==> config.mk <==
export PLATFORM = sky130hd
export DESIGN_NAME = rs232in_fifo_flat
export DESIGN_NICKNAME = d
export VERILOG_FILES = /design/src/rtl/rs232in_fifo_if.sv /design/src/rtl/rs232in_fifo.sv /design/src/flat_wrapper.sv
export SDC_FILE = /design/constraint.sdc
export NUM_CORES = 1
export LEC_CHECK = 0
export CAP_MARGIN = 20
export CORE_MARGIN = 2
export CORE_UTILIZATION = 30
export CTS_CLUSTER_DIAMETER = 50
export DETAILED_ROUTE_END_ITERATION = 10
export HOLD_SLACK_MARGIN = 0.06
export MAX_ROUTING_LAYER = met4
export PLACE_DENSITY_LB_ADDON = 0.1
export SLEW_MARGIN = 10
export SYNTH_ARGS = -nofsm -noshare
export SYNTH_HDL_FRONTEND = slang
export SYNTH_SLANG_ARGS = --single-unit
==> constraint.sdc <==
create_clock -name clock -period 2.4 [get_ports clock]
set_clock_uncertainty 0.05 [all_clocks]
set_input_delay 0.48 -clock clock [delete_from_list [all_inputs] [get_ports clock]]
set_output_delay 0.48 -clock clock [all_outputs]
set_load 0.02 [all_outputs]
==> src/rtl/rs232in_fifo_if.sv <==
// Receive-byte FIFO interface: rs232in push side, peripheral pop side and status.
// The master drives the strobes and data; the slave (the FIFO) drives status and head byte.
interface rs232in_fifo_if #(
    parameter int DEPTH_LOG2 = 4
);
    logic                  in_attention;
    logic [7:0]            in_data;
    logic                  rd;
    logic [7:0]            rd_data;
    logic [DEPTH_LOG2:0]   count;
    logic                  empty;
    logic                  full;
    logic                  overflow;
    logic                  clr_overflow;
    logic                  ser_nrts;

    modport master (
        output in_attention, in_data, rd, clr_overflow,
        input  rd_data, count, empty, full, overflow, ser_nrts
    );

    modport slave (
        input  in_attention, in_data, rd, clr_overflow,
        output rd_data, count, empty, full, overflow, ser_nrts
    );
endinterface

==> src/rtl/rs232in_fifo.sv <==
// First-word-fall-through receive FIFO with count, sticky overflow and optional RTS.
// Define RS232IN_FIFO_RTS_EN to build the hysteretic RTS flow control; otherwise ser_nrts is 0.
module rs232in_fifo #(
    parameter int DEPTH_LOG2    = 4,
    parameter int RTS_THRESHOLD = 12,
    parameter int RTS_HYST      = 4
) (
    input  logic           clock,
    input  logic           rst_n,
    rs232in_fifo_if.slave  bus
);
    localparam int DEPTH = 1 << DEPTH_LOG2;
    localparam int PW    = DEPTH_LOG2;
    localparam int CW    = DEPTH_LOG2 + 1;

    logic [7:0]    mem_r [DEPTH];
    logic [PW-1:0] wr_ptr_r;
    logic [PW-1:0] rd_ptr_r;
    logic [CW-1:0] count_r;
    logic          empty_r;
    logic          full_r;
    logic          overflow_r;
    logic [7:0]    rd_data_r;

    logic          push_s;
    logic          pop_s;
    logic          drop_s;
    logic [CW-1:0] count_nxt_s;
    logic [7:0]    rd_data_nxt_s;
    logic [PW-1:0] rd_ptr_inc_s;

    // Handshake decode: a pop frees the slot a full-FIFO push needs.
    always_comb begin
        push_s       = bus.in_attention && (!full_r || bus.rd);
        pop_s        = bus.rd && !empty_r;
        drop_s       = bus.in_attention && full_r && !bus.rd;
        rd_ptr_inc_s = rd_ptr_r + PW'(1);
        if (push_s && !pop_s) begin
            count_nxt_s = count_r + CW'(1);
        end else if (pop_s && !push_s) begin
            count_nxt_s = count_r - CW'(1);
        end else begin
            count_nxt_s = count_r;
        end
    end

    // Head prefetch: when the queue holds a single byte, the new head can only be the incoming one.
    always_comb begin
        rd_data_nxt_s = rd_data_r;
        if (pop_s) begin
            if (count_r == CW'(1)) begin
                if (push_s) begin
                    rd_data_nxt_s = bus.in_data;
                end else begin
                    rd_data_nxt_s = rd_data_r;
                end
            end else begin
                rd_data_nxt_s = mem_r[rd_ptr_inc_s];
            end
        end else if (push_s && empty_r) begin
            rd_data_nxt_s = bus.in_data;
        end else begin
            rd_data_nxt_s = rd_data_r;
        end
    end

    // Byte storage, deliberately left without reset.
    always_ff @(posedge clock) begin
        if (push_s) begin
            mem_r[wr_ptr_r] <= bus.in_data;
        end
    end

    // Pointers, occupancy, flags and registered head byte.
    always_ff @(posedge clock or negedge rst_n) begin
        if (!rst_n) begin
            wr_ptr_r   <= '0;
            rd_ptr_r   <= '0;
            count_r    <= '0;
            empty_r    <= 1'b1;
            full_r     <= 1'b0;
            overflow_r <= 1'b0;
            rd_data_r  <= 8'h00;
        end else begin
            if (push_s) begin
                wr_ptr_r <= wr_ptr_r + PW'(1);
            end
            if (pop_s) begin
                rd_ptr_r <= rd_ptr_inc_s;
            end
            count_r   <= count_nxt_s;
            empty_r   <= (count_nxt_s == CW'(0));
            full_r    <= (count_nxt_s == CW'(DEPTH));
            rd_data_r <= rd_data_nxt_s;
            // A fresh drop outranks a coincident clear.
            if (drop_s) begin
                overflow_r <= 1'b1;
            end else if (bus.clr_overflow) begin
                overflow_r <= 1'b0;
            end
        end
    end

`ifdef RS232IN_FIFO_RTS_EN
    logic nrts_r;

    // RTS hysteresis on the post-edge occupancy.
    always_ff @(posedge clock or negedge rst_n) begin
        if (!rst_n) begin
            nrts_r <= 1'b0;
        end else if (count_nxt_s >= CW'(RTS_THRESHOLD)) begin
            nrts_r <= 1'b1;
        end else if (count_nxt_s <= CW'(RTS_THRESHOLD - RTS_HYST)) begin
            nrts_r <= 1'b0;
        end
    end

    assign bus.ser_nrts = nrts_r;
`else
    assign bus.ser_nrts = 1'b0;
`endif

    assign bus.rd_data  = rd_data_r;
    assign bus.count    = count_r;
    assign bus.empty    = empty_r;
    assign bus.full     = full_r;
    assign bus.overflow = overflow_r;
endmodule

==> src/flat_wrapper.sv <==
// flat-port wrapper written by rule: the top's interface ports become plain ports
module rs232in_fifo_flat 
#(
    parameter int DEPTH_LOG2    = 4,
    parameter int RTS_THRESHOLD = 12,
    parameter int RTS_HYST      = 4
)
  (clock, rst_n, bus_in_attention, bus_in_data, bus_rd, bus_clr_overflow, bus_rd_data, bus_count, bus_empty, bus_full, bus_overflow, bus_ser_nrts);
  rs232in_fifo_if #(.DEPTH_LOG2(DEPTH_LOG2)) bus_i ();
  input  logic clock;
  input  logic rst_n;
  input wire logic [$bits(bus_i.in_attention)-1:0] bus_in_attention;
  input wire logic [$bits(bus_i.in_data)-1:0] bus_in_data;
  input wire logic [$bits(bus_i.rd)-1:0] bus_rd;
  input wire logic [$bits(bus_i.clr_overflow)-1:0] bus_clr_overflow;
  output wire logic [$bits(bus_i.rd_data)-1:0] bus_rd_data;
  output wire logic [$bits(bus_i.count)-1:0] bus_count;
  output wire logic [$bits(bus_i.empty)-1:0] bus_empty;
  output wire logic [$bits(bus_i.full)-1:0] bus_full;
  output wire logic [$bits(bus_i.overflow)-1:0] bus_overflow;
  output wire logic [$bits(bus_i.ser_nrts)-1:0] bus_ser_nrts;
  assign bus_i.in_attention = bus_in_attention;
  assign bus_i.in_data = bus_in_data;
  assign bus_i.rd = bus_rd;
  assign bus_i.clr_overflow = bus_clr_overflow;
  assign bus_rd_data = bus_i.rd_data;
  assign bus_count = bus_i.count;
  assign bus_empty = bus_i.empty;
  assign bus_full = bus_i.full;
  assign bus_overflow = bus_i.overflow;
  assign bus_ser_nrts = bus_i.ser_nrts;
  rs232in_fifo #(.DEPTH_LOG2(DEPTH_LOG2), .RTS_THRESHOLD(RTS_THRESHOLD), .RTS_HYST(RTS_HYST)) u_core (.clock(clock), .rst_n(rst_n), .bus(bus_i));
endmodule
* Word level (Yosys, flattened, before mapping)
Memories as Yosys holds them, arrays and structs flattened.
Cells that the tools add are included.
** Word-level totals
- Bits in registers :: 24
- Memory bits (writable) :: 128
- Word-level logic and storage cells :: 42
- Memories :: 1
** Memories
- u_core.mem_r :: words 16, width 8, rd ports 1, clocked after Yosys merged registers in 0, wr ports 1, RTL line rs232in_fifo.sv:16 : logic [7:0] mem_r [DEPTH];
** Operators by class
- Add/sub/neg operators :: 4
- Eq/ne operators :: 3
- Muxes and demuxes :: 10
- Reduce and logical (&&, ||, !) cells :: 17
** Operators by type and width (count)
- $mux W8 :: 4
- $mux W5 :: 2
- $add A4 B1 Y4 const B :: 2
- $logic_and A1 B1 Y1 :: 7
- $add A5 B1 Y5 const B :: 1
- $eq A5 B1 Y1 const B :: 1
- $eq A5 B5 Y1 const B :: 1
- $logic_not A1 Y1 :: 5
- $logic_not A5 Y1 :: 1
- $sub A5 B1 Y5 const B :: 1
- $mux W1 :: 4
- $reduce_bool A2 Y1 :: 2
- $ne A3 B2 Y1 const B :: 1
- $reduce_and A2 Y1 :: 1
- $logic_or A1 B1 Y1 :: 1

* Depth between registers and ports, before layout
- Depth after elaboration :: 8
- Mapped depth :: 8

* Worst setup path before layout
No wires, ideal clock.
- Path kind :: input-to-reg
- Start point :: input port bus_rd
- End point :: memory u_core.mem_r[1][0] (enable)
- Library setup time :: 0.395 ns
- Arrival :: 1.711 ns
- Data required time :: 1.955 ns
- Path slack :: 0.244 ns
- Stages on the path :: 4
- Path buffers :: 1
- Path through :: buf_4 -> nand2b_1 -> nand2_1 -> nor4_1
** Between the ends
- Word-level cells in the longest chain between the ends :: 4
** Ends and longest elaborated chain
- from (decl) :: RTL line flat_wrapper.sv:14 : input wire logic [$bits(bus_i.rd)-1:0] bus_rd;
- $logic_or A1 B1 Y1 :: RTL line rs232in_fifo.sv:34 : push_s = bus.in_attention && (!full_r || bus.rd);
- $logic_and A1 B1 Y1 :: RTL line rs232in_fifo.sv:34
- $mux W1 :: RTL line rs232in_fifo.sv:69 : if (push_s) begin
- $mux W1 (implied by the code) :: RTL line rs232in_fifo.sv:70 : mem_r[wr_ptr_r] <= bus.in_data;
- to (decl) :: RTL line rs232in_fifo.sv:16
No other way between the ends.

* Worst setup path after layout
- Start point :: register u_core.empty_r (netlist: u_core.bus.empty)
- End point :: output port bus_empty
** RTL lines
- from (decl) :: RTL line rs232in_fifo.sv:20 : logic empty_r;
- from (signal assigned) :: RTL line rs232in_fifo.sv:92 : empty_r <= (count_nxt_s == CW'(0));
- to (decl) :: RTL line flat_wrapper.sv:18 : output wire logic [$bits(bus_i.empty)-1:0] bus_empty;
No word-level cell between the ends.

==> qor.csv <==
metric,value,unit
status,"complete, no violations",
Routability Congestion,0.764,
DIE AREA,22600,µm²
Seq cells post-synth,152,
internal power,6.56,mW
DP Worst Slack,51.9,ps
RSZ-0062 raised after global routing,false,
Post-Route Utilization,37.7,%
Worst-path clk slew,70,ps
CP Launch Type,register,
Mapped Avg Cell Area,17.8,µm²
leakage power,2.71,nW
buffer and inverter count on the worst path,1,
antenna diode count,0,
Vias/cell,4.65,
Num CTS Buffers,17,
total of cells resized after clock tree synthesis,0,
I/O pin cnt,30,
slowest cell on the critical path,clkdlybuf4s50_1,
"Primary FF master, synth",edfxtp_1,
initial antenna violation count,2,
Routed wire per std cell,20.6,µm
Detailed Route WL,14800,µm
die width,150,µm
CTS sink cnt,152,
CP Capture Type,primary output,
"count leader, synth",edfxtp_1,
ratio of cells with drive above 1 in the final layout,27.0,%
initial detailed-routing violation count,266,
Hold Crit Class,input pin to async pin,
GRT Residual Overflow,0,
PortBufs,28,
Synth area leader,edfxtp_1,
fin crit period,2190,ps
Max Cap Violations,0,
"top cells by area, synth","edfxtp_1, mux4_2, dfrtp_1, a221oi_2, ha_1",
share of the synthesized area in the top cell type,59.8,%
vias in the first global route,3517,
Reg-to-Reg End,u_core.bus.rd_data[2],
CTS tree,yes,
area taken by flip-flops and latches,4450,µm²
Worst path max stage delay,630,ps
Rows,53,
Post-Syn Area,6430,µm²
final setup TNS,0,ps
DP HPWL,10100,µm
number of flops mapped to enable cells by yosys,128,
part of the power in the clock network,25.5,%
Die Height,150,µm
remaining antenna violation count,0,
DRC,0,
Tcrit/Tclk final,91.4,%
Synth Net Count,383,
Critical Path Fanout Max,8,
Flop pwr share,35.4,%
f_max,456,MHz
"Design Area, Final",7920,µm²
Sw Pwr,3.57,mW
Clock Path Buffers,2,
Synth Warn #,0,
Logic pwr share,39.1,%
"Cell Area, Placed",7340,µm²
peak supply drop,0.597,mV
nets,453,
Commonest cells post-synth,"edfxtp_1, mux4_2, dfrtp_1, inv_1, nor2_1",
crit path kind,register to primary output,
"Slew Viols, Final",0,
WP data arrival,1660,ps
H-tree Lvls,4,
Total GRT Usage,14.4,%
Post-CTS Hold Fix Bufs,0,
RR Startpoint,u_core.rd_ptr_r[1],
Yosys cell types,48,
number of fill cells in the layout,1924,
"CP delay by family, top",buffers and inverters,
setup violators final,0,
Worst R2R Path Depth,7,
Core Footprint,21000,µm²
first-pass GRT wire length,22300,µm
share of flip-flops with an asynchronous set or reset,15.8,%
Post-CTS Setup Inserts,0,
footprint of the multi-input gates,1760,µm²
clock latency on the worst-skew pair,420,ps
final setup margin,207,ps
Power Density,1280,nW/µm²
Initial Util,30.6,%
Fin. Hold Viols,0,
root buf cell,clkbuf_16,
Pre-Repair DR Iteration Count,4,
"Seq/Total Area, Yosys",69.2,%
largest net degree at the start of global routing,37,
post-synthesis cell count,362,
Net Sw Frac,35.2,%
WP data required,1870,ps
Layout area overhead,23.2,%
crit-path cells,clkdlybuf4s50_1,
Reg2Reg Setup Slack,280,ps
DR vias,3348,
cells in the final DEF (no fill, tap or decap), drive strengths merged, types with 2 or more instances in the layout:
cell | netlist | final
a21oi | 8 | 8
a221oi | 8 | 8
a41oi | 2 | 2
and2 | 10 | 10
and3 | 2 | 2
buf | 10 | 39
clkbuf | 6 | 19
clkdlybuf4s50 | 0 | 28
clkinv | 11 | 14
dfrtp | 23 | 23
edfxtp | 128 | 128
ha | 8 | 8
inv | 16 | 25
mux2 | 9 | 9
mux2i | 2 | 2
mux4 | 32 | 32
nand2 | 13 | 13
nand2b | 3 | 3
nand3 | 3 | 3
nand4 | 3 | 3
nor2 | 15 | 15
nor2b | 3 | 3
nor3b | 3 | 3
nor4 | 5 | 5
nor4b | 2 | 2
o21ai | 5 | 5
o22ai | 13 | 13
xnor2 | 8 | 8
xor2 | 3 | 3
power by group through the flow:
stage | Combinational [mW] | Sequential, mW | Clock, mW
2_1_floorplan | 2.61 | 3.66 | 0
3_3_place_gp | 4.06 | 3.63 | 0
3_5_place_dp | 4.05 | 3.64 | 0
4_1_cts | 4.06 | 3.59 | 2.66
5_1_grt | 4.30 | 3.64 | 2.77
6_report | 3.96 | 3.59 | 2.58
worst max path at each step:
stage                startpoint                  to  slack (ps)  cells after the start
2_1_floorplan            bus_rd  u_core.mem_r[1][0]         240                      4
3_3_place_gp             bus_rd  u_core.mem_r[7][6]          20                      7
3_5_place_dp             bus_rd  u_core.mem_r[4][1]          50                      7
4_1_cts        u_core.bus.empty           bus_empty         170                      1
5_1_grt        u_core.bus.empty           bus_empty         130                      1
6_report       u_core.bus.empty           bus_empty         210                      1
state kept, by name, summed over array words and instances, names as in the netlist:
signal               count
u_core.mem_r           128
u_core.bus.rd_data       8
u_core.bus.count         5
u_core.rd_ptr_r          4
u_core.wr_ptr_r          4
u_core.bus.empty         1
u_core.bus.full          1
u_core.bus.overflow      1
layout make-up:
type | instances | share of cell area (%)
Sequential cell | 152 | 56.1
Multi-Input combinational cell | 167 | 22.3
Timing Repair Buffer | 67 | 8.66
Clock buffer | 19 | 5.73
Tap cell | 275 | 4.34
Clock inverter | 13 | 1.58
Inverter | 27 | 1.28
cell families (layout without fill, tap and decap cells):
logic type | Yosys count | in the layout | share of synthesized area, %
AO/OA/AOI/OAI | 38 | 38 | 5.43
other | 1 | 1 | 0.0583
flip-flops | 152 | 152 | 69.2
multiplexers | 43 | 43 | 13.3
AND/OR/NAND/NOR | 66 | 66 | 5.61
XOR/XNOR | 11 | 11 | 1.50
buffers and inverters | 43 | 126 | 3.43
adder cells (fa/ha/maj) | 8 | 8 | 1.56
layer usage:
metal,routed length (µm),up-vias,part of all wire [%],GRT usage (%)
li1,-,1560,-,-
met1,6720,1697,45,19.8
met2,7090,85,48,21.6
met3,872,6,5.9,3.48
met4,142,0,0.96,3.82
met5,0,-,0,-
stage by stage:
| stage | cells | total power [mW] | hold WS (ps) |
|---|---|---|---|
| floorplan | 362 | 6.28 | 134 |
| global placement | 688 | 7.69 | 477 |
| detailed placement | 688 | 7.69 | 485 |
| CTS | 720 | 10.3 | 367 |
| global route | 720 | 10.7 | 384 |
| finish | 720 | 10.1 | 374 |
Note: power is estimated with default switching activity, not from simulation.
